<file path="src/rtl/controle_display_if.sv">
// controle_display_if
//   Valid/ready load port of the 7-segment scan controller.
//   dado_in       : 16-bit value, nibble 0 is the rightmost digit
//   suprime_zeros : leading-zero suppression flag travelling with dado_in
//   dado_valido   : source holds a value (stays high, data stable, until accepted)
//   dado_pronto   : pending buffer empty; transfer when dado_valido & dado_pronto
//   master = value source, slave = controle_display
interface controle_display_if;
  logic [15:0] dado_in;
  logic        suprime_zeros;
  logic        dado_valido;
  logic        dado_pronto;

  modport master (
    output dado_in,
    output suprime_zeros,
    output dado_valido,
    input  dado_pronto
  );

  modport slave (
    input  dado_in,
    input  suprime_zeros,
    input  dado_valido,
    output dado_pronto
  );
endinterface

</file>
<file path="src/rtl/controle_display.sv">
// controle_display
//   Scan controller for a 4-digit multiplexed 7-segment display. A value
//   arrives through a valid/ready handshake into a pending buffer and is
//   copied into the scanned shadow register only at frame boundaries.
//   Each digit slot lasts DIV cycles; the first BLANK cycles keep all
//   anodes off to avoid ghosting.
//   Ports:
//     clock, reset : rising-edge clock, synchronous active-high reset
//     bus (slave)  : dado_in / suprime_zeros / dado_valido / dado_pronto
//     digito       : nibble of the scanned digit (to the display7seg decoder)
//     anodo        : active-low digit enables, bit i = digit i
//     quadro_fim   : one-cycle pulse in the first cycle of each new frame
//   All outputs are registered.
module controle_display #(
  parameter int DIV   = 50000,
  parameter int BLANK = 16
) (
  input  logic                 clock,
  input  logic                 reset,
  controle_display_if.slave    bus,
  output logic [3:0]           digito,
  output logic [3:0]           anodo,
  output logic                 quadro_fim
);

  localparam int CW = (DIV > 2) ? $clog2(DIV) : 1;
  localparam logic [CW-1:0] CNT_MAX   = CW'(DIV - 1);
  localparam logic [CW-1:0] CNT_BLANK = CW'(BLANK);

  typedef enum logic {APAGADO, ACESO} estado_t;

  estado_t       estado, estado_nx;
  logic          ativo;
  logic [CW-1:0] cnt, cnt_nx;
  logic [1:0]    idx, idx_nx;
  logic          fim_quadro;
  logic [15:0]   exibido, exibido_nx;
  logic          sup_exib, sup_exib_nx;
  logic [15:0]   pendente;
  logic          sup_pend;
  logic          cheio, cheio_nx;
  logic          pronto;
  logic          xfer;
  logic [3:0]    digito_nx, anodo_nx;

  assign bus.dado_pronto = pronto;
  assign xfer            = bus.dado_valido & pronto;

  // Digit i (1..3) is blanked when it and every digit to its left are zero.
  function automatic logic suprimido(input logic [1:0] i, input logic [15:0] v,
                                     input logic s);
    logic r;
    case (i)
      2'd1:    r = (v[15:4] == 12'h000);
      2'd2:    r = (v[15:8] == 8'h00);
      2'd3:    r = (v[15:12] == 4'h0);
      default: r = 1'b0;
    endcase
    return s & r;
  endfunction

  // Scan position for the next cycle. The cycle after reset releases only
  // arms the scanner (ativo) so that position 0 is shown in the first
  // cycle whose outputs are computed out of reset.
  always_comb begin
    cnt_nx     = cnt;
    idx_nx     = idx;
    fim_quadro = 1'b0;
    if (ativo) begin
      if (cnt == CNT_MAX) begin
        cnt_nx     = '0;
        idx_nx     = idx + 2'd1;
        fim_quadro = (idx == 2'd3);
      end else begin
        cnt_nx = cnt + CW'(1);
      end
    end
  end

  // Double buffer: the frame-end load and a new transfer never coincide,
  // since a transfer needs cheio = 0 and the load needs cheio = 1.
  always_comb begin
    exibido_nx  = exibido;
    sup_exib_nx = sup_exib;
    cheio_nx    = cheio;
    if (fim_quadro && cheio) begin
      exibido_nx  = pendente;
      sup_exib_nx = sup_pend;
      cheio_nx    = 1'b0;
    end
    if (xfer) cheio_nx = 1'b1;
  end

  // FSM: state register
  always_ff @(posedge clock) begin
    if (reset) estado <= APAGADO;
    else       estado <= estado_nx;
  end

  // FSM: next state
  always_comb begin
    estado_nx = estado;
    case (estado)
      APAGADO: if (cnt_nx == CNT_BLANK) estado_nx = ACESO;
      ACESO:   if (cnt == CNT_MAX)      estado_nx = APAGADO;
      default: estado_nx = APAGADO;
    endcase
  end

  // FSM: outputs for the next cycle, registered below
  always_comb begin
    digito_nx = exibido_nx[{idx_nx, 2'b00} +: 4];
    anodo_nx  = 4'b1111;
    if (estado_nx == ACESO && !suprimido(idx_nx, exibido_nx, sup_exib_nx))
      anodo_nx = ~(4'b0001 << idx_nx);
  end

  always_ff @(posedge clock) begin
    if (reset) begin
      ativo      <= 1'b0;
      cnt        <= '0;
      idx        <= 2'd0;
      exibido    <= 16'h0000;
      sup_exib   <= 1'b0;
      cheio      <= 1'b0;
      pronto     <= 1'b0;
      digito     <= 4'h0;
      anodo      <= 4'b1111;
      quadro_fim <= 1'b0;
    end else begin
      ativo      <= 1'b1;
      cnt        <= cnt_nx;
      idx        <= idx_nx;
      exibido    <= exibido_nx;
      sup_exib   <= sup_exib_nx;
      cheio      <= cheio_nx;
      pronto     <= ~cheio_nx;
      digito     <= digito_nx;
      anodo      <= anodo_nx;
      quadro_fim <= fim_quadro;
    end
  end

  // Pending data carries no reset; cheio qualifies it.
  always_ff @(posedge clock) begin
    if (xfer) begin
      pendente <= bus.dado_in;
      sup_pend <= bus.suprime_zeros;
    end
  end

endmodule

</file>
<file path="src/flat_wrapper.sv">
// flat-port wrapper written by rule: the top's interface ports become plain ports
module controle_display_flat 
#(
  parameter int DIV   = 50000,
  parameter int BLANK = 16
)
  (clock, reset, digito, anodo, quadro_fim, bus_dado_in, bus_suprime_zeros, bus_dado_valido, bus_dado_pronto);
  controle_display_if bus_i ();
  input  logic clock;
  input  logic reset;
  output logic [3:0] digito;
  output logic [3:0] anodo;
  output logic quadro_fim;
  input wire logic [$bits(bus_i.dado_in)-1:0] bus_dado_in;
  input wire logic [$bits(bus_i.suprime_zeros)-1:0] bus_suprime_zeros;
  input wire logic [$bits(bus_i.dado_valido)-1:0] bus_dado_valido;
  output wire logic [$bits(bus_i.dado_pronto)-1:0] bus_dado_pronto;
  assign bus_i.dado_in = bus_dado_in;
  assign bus_i.suprime_zeros = bus_suprime_zeros;
  assign bus_i.dado_valido = bus_dado_valido;
  assign bus_dado_pronto = bus_i.dado_pronto;
  controle_display #(.DIV(DIV), .BLANK(BLANK)) u_core (.clock(clock), .reset(reset), .bus(bus_i), .digito(digito), .anodo(anodo), .quadro_fim(quadro_fim));
endmodule
</file>
<file path="config.mk">
export PLATFORM = sky130hd
export DESIGN_NAME = controle_display_flat
export DESIGN_NICKNAME = d
export VERILOG_FILES = /design/src/rtl/controle_display_if.sv /design/src/rtl/controle_display.sv /design/src/flat_wrapper.sv
export SDC_FILE = /design/constraint.sdc
export NUM_CORES = 1
export LEC_CHECK = 0
export ABC_AREA = 0
export CAP_MARGIN = 10
export CORE_UTILIZATION = 60
export CTS_CLUSTER_SIZE = 12
export DETAILED_ROUTE_END_ITERATION = 7
export GPL_TIMING_DRIVEN = 0
export PLACE_DENSITY = 0.84
export SLEW_MARGIN = 20
export SYNTH_ARGS = -nofsm -noshare
export SYNTH_HDL_FRONTEND = slang
export SYNTH_SLANG_ARGS = --single-unit
</file>
<file path="constraint.sdc">
create_clock -name clock -period 6 [get_ports clock]
set_clock_uncertainty 0.1 [all_clocks]
set_input_delay 0.6 -clock clock [delete_from_list [all_inputs] [get_ports clock]]
set_output_delay 0.6 -clock clock [all_outputs]
set_load 0.02 [all_outputs]
</file>
* Word level (Yosys, flattened, before mapping) *
Cells that the tools add are included.

word-level totals
  register bits after elaboration = 65
  bits of input ports = 20
  output and inout port bits = 10
  logic and storage cells = 51

operators by class
  $add $sub $neg = 2
  eq/ne operators = 6
  shift operators = 2
  mux-type cells = 15
  bitwise gates (word level) = 6
  reduce and logical (&&, ||, !) cells = 7

operator list
  operator               count
  $mux 16                3
  $add 16x1->16 const B  1
  $eq 16x16->1 const B   1
  $eq 16x5->1 const B    1
  $shiftx 16x5->4        1
  $logic_not 12->1       1
  $logic_not 8->1        1
  $mux 1                 8
  $eq 2x2->1 const B     3
  $logic_not 4->1        1
  $mux 2                 2
  $not 4->4              1
  $shl 1x2->4 const A    1
  $not 1->1              3
  $pmux 1 s3             1
  $add 2x1->2 const B    1
  $and 1x1->1            2
  $eq 2x1->1 const B     1
  $logic_and 1x1->1      2
  $pmux 1 s2             1
  $reduce_or 2->1        1
  $logic_not 1->1        1

* Logic depth before layout (Yosys ltp) *
  word-level depth = 12
  gate-level depth with buffers = 10
  depth with buffers taken out = 7

* Worst setup path before layout *
OpenSTA, ideal clock, no wires.

  path kind = register -> register
  start point = register u_core.cnt[10]
  end point = register u_core.anodo[3]
  library setup time = 0.132 ns
  arrival time = 2.270 ns
  required time = 5.768 ns
  slack = 3.498 ns
  stages on the path, launching flop included = 10
  buffers on the path = 3
  period minus slack after synthesis = 2.502 ns
  path through = dfxtp_1 -> buf_4 -> or4_4 -> or4_1 -> buf_6 -> buf_8 -> nor2_8 -> nor2_2 -> a2111oi_2 -> o21ai_1

between the ends
  word-level cells in the longest chain between the ends = 12
  elaborated cells between the ends (all ways) = 29
  classes of those cells = add/sub (1); eq/ne (5); shift (1); mux (12); bitwise (3); reduce/logical (7)

RTL lines
  item                                                                    line                     source
  start, declared                                                         controle_display.sv:34   logic [CW-1:0] cnt, cnt_nx;
  start signal, assigned                                                  controle_display.sv:132  cnt <= cnt_nx;
  parallel branches: the longest is 12 deep, another holds $add 16x1->16  n/a
  end signal, assigned                                                    controle_display.sv:139  anodo <= anodo_nx;
  end, declared                                                           controle_display.sv:22   output logic [3:0] anodo,

Several ways; the timed one is not identified.
A chain may end at the register's enable or synchronous reset.

* Final worst setup path *
  start point = register u_core.cnt[1]
  end point = register u_core.anodo[2]

Same word-level chain as after synthesis.

==> flow_metrics.env <==
export IMPL_run_status="complete, no violations"
export IMPL_cp_start_kind="flop"
export IMPL_grt_pass1_wl_um=11200
export IMPL_drtIter0Drc=257
export IMPL_hpwl_um=4790
export IMPL_p_clk_frac=0.458
export IMPL_setup_viol=0
export IMPL_syn_inst=308
export IMPL_cap_violations=0
export IMPL_pwr_density_cell_nw_per_um2=265
export IMPL_power_frac_seq=0.504
export IMPL_cp_max_fo=7
export IMPL_max_clock_freq_ghz=0.297
export IMPL_rsz0062_at_grt="no"
export IMPL_fin_crit_sh=0.560
export IMPL_cts_tree="built"
export IMPL_yosys_area_top_type="dfxtp_1"
export IMPL_synth_fp_nets=330
export IMPL_power_leakage_nw=1.19
export IMPL_synth_top_area_frac=0.331
export IMPL_io_buffers=28
export IMPL_startpoint="u_core.cnt[1]"
export IMPL_gp_congestion=0.906
export IMPL_wire_per_inst_um=17.1
export IMPL_fp_dieW_um=71.5
export IMPL_final_cells=404
export IMPL_gr_usage_met1=0.388
export IMPL_clkLatencyLatePin_ps=350
export IMPL_p_total_mw=0.918
export IMPL_postCtsHoldBufs=0
export IMPL_worstHoldStart="u_core.exibido[2]"
export IMPL_hold_path_class="reg -> reg"
export IMPL_viasPerCell=6.37
export IMPL_tightest_slew_ps=1000
export IMPL_synth_flop_cell="dfxtp_1"
export IMPL_num_rows=24
export IMPL_r2r_start="u_core.cnt[1]"
export IMPL_drc=0
export IMPL_async_reset_ff_frac=0
export IMPL_endpoint_kind="flop"
export IMPL_rr_endpoint="u_core.anodo[2]"
export IMPL_ant_nets=0
export IMPL_die_area_um2=5110
export IMPL_synthTopCellsByCount="48 x dfxtp_1, 44 x nand3_1, 27 x a21oi_1"
export IMPL_slew_headroom=0.325
export IMPL_cts_sinks=65
export IMPL_layout_min_cycle_time_ps=3360
export IMPL_via_count=2573
export IMPL_synth_warnings=0
export IMPL_worst_r2r_cell_count=7
export IMPL_finalSetupTns_ps=0
export IMPL_grt_max_degree=19
export IMPL_synth_area_um2=2900
export IMPL_seq_area_frac_synth=0.508
export IMPL_switching_share=0.225
export IMPL_num_nets_final=369
export IMPL_yosysUniqueCellTypes=45
export IMPL_busiest_layer="met2"
export IMPL_first_pass_iters=5
export IMPL_gr_usage_met3=0.0858
export IMPL_place_inst=388
export IMPL_root_buffer="clkbuf_8"
export IMPL_grt_pass1_vias=2365
export IMPL_io_pins=30
export IMPL_die_y_um=71.5
export IMPL_synth_seq_cells=65
export IMPL_antenna_found_initial=0
export IMPL_vdd_ir_drop_max_uv=213
export IMPL_area_delta_synth_final_pct=19.7
export IMPL_p_int_mw=0.712
export IMPL_core_area_um2=4500
export IMPL_worst_endpoint_required_ps=6110
export IMPL_htreeDepth=3
export IMPL_postCtsSetupBuffers=0
export IMPL_power_share_combinational=0.038
export IMPL_arrival_ps=3480
export IMPL_syn_mean_instance_area_um2=9.41
export IMPL_ctsLongestPathBuffers=2
export IMPL_drive_gt1_frac=0.0966
export IMPL_cts_reportedPaths_clkPinSlew_ps=70
export IMPL_yosysMostFrequentCell="dfxtp_1"
export IMPL_grtUsageMet2=0.451
export IMPL_cts_buffers_inserted=9
export IMPL_drv_slew=0
export IMPL_finalHoldViolCount=0
export IMPL_routed_wl_um=6910
export IMPL_worst_setup_path_type="reg -> reg"
export IMPL_cts_resized=0
export IMPL_antennaDiodeCount=0
export IMPL_start_util=0.644
export IMPL_p_switching_mw=0.206
export IMPL_synth_edf_count=17
export IMPL_endpoint="u_core.anodo[2]"
export IMPL_overflow=0
export IMPL_rrSetupSlack_ps=2640
export IMPL_synth_area_top_cells="dfxtp_1 33%, edfxtp_1 18%, nand3_1 7.6%, a21oi_1 4.7%, o21ai_0 3.6%"
export IMPL_grt_util_all_layers=0.292
[how the worst min path moves through the flow]
stage	to	slack, ps	depth (start not counted)
floorplan	u_core.sup_exib	360	2
global placement	u_core.exibido[2]	390	2
detailed placement	u_core.exibido[2]	390	2
CTS	u_core.exibido[2]	400	2
global route	u_core.exibido[3]	440	2
finish	u_core.exibido[2]	410	2
[stage by stage]
stage          worst slack (ps)  area (um^2)  utilization  hold WS [ps]
3_3_place_gp               3010         3240        0.720           386
2_1_floorplan              3500         2900            -           360
6_report                   2640         3470        0.771           406
5_1_grt                    2500         3470        0.771           441
3_5_place_dp               2890         3240        0.720           393
4_1_cts                    2730         3470        0.771           403
[routing by layer]
metal | vias up | wire, um
met5 | - | 0
met4 | 0 | 149
met3 | 17 | 662
met2 | 149 | 3090
met1 | 1196 | 3010
li1 | 1211 | -
[logic make-up after synthesis]
logic type / count (synthesis) / synth area share
AND/OR/NAND/NOR: 141 / 0.265
adder cells (fa/ha/maj): 2 / 0.00863
buffers and inverters: 24 / 0.0457
multiplexers: 1 / 0.00345
flip-flops: 65 / 0.508
XOR/XNOR: 14 / 0.0449
AO/OA/AOI/OAI: 61 / 0.125
[layout make-up]
| cell class | count | area (um^2) |
|---|---|---|
| Sequential cell | 65 | 1470 |
| Clock inverter | 7 | 103 |
| Buffer | 22 | 125 |
| Clock buffer | 9 | 124 |
| Fill cell | 337 | 1030 |
| Tap cell | 52 | 65.1 |
| Inverter | 2 | 7.51 |
| Timing Repair Buffer | 28 | 280 |
| Multi-Input combinational cell | 219 | 1290 |
[power groups by stage]
stage          combinational, mW  sequential [mW]  clock (mW)
2_1_floorplan             0.0155            0.472           0
3_3_place_gp              0.0330            0.472           0
3_5_place_dp              0.0344            0.473           0
4_1_cts                   0.0349            0.463       0.421
5_1_grt                   0.0380            0.463       0.439
6_report                  0.0352            0.463       0.420
[registers in the layout, summed over array words and instances (netlist names), 2 cells and up]
name and cells:
u_core.cnt 16, u_core.exibido 16, u_core.pendente 16, u_core.anodo 4, u_core.digito 4, u_core.idx 2
[layout by cell type, fill, tap and decap left out, drive strengths merged, types with 3 or more instances in the layout]
cell           synthesis  routed
dfxtp                 48      48
nand3                 44      44
clkdlybuf4s50          0      28
a21oi                 27      27
nor2                  26      26
o21ai                 24      24
clkbuf                13      22
nand2                 18      18
edfxtp                17      17
nand4                 12      12
nor4                  10      10
buf                    9       9
xnor2                  8       8
nor3                   7       7
xor2                   6       6
or4                    6       6
and2                   5       5
or3                    4       4
clkinv                 0       3
inv                    2       3
[worst max-delay path, cell delays in order, from the launching register on]
cell	delay (ps)
dfxtp_1	420
ha_1	340
nand4_1	290
nor4_1	890
a2bb2oi_1	390
nand4_2	190
a2111oi_4	490
o21ai_0	120
Power figures use the tool's default switching activity.
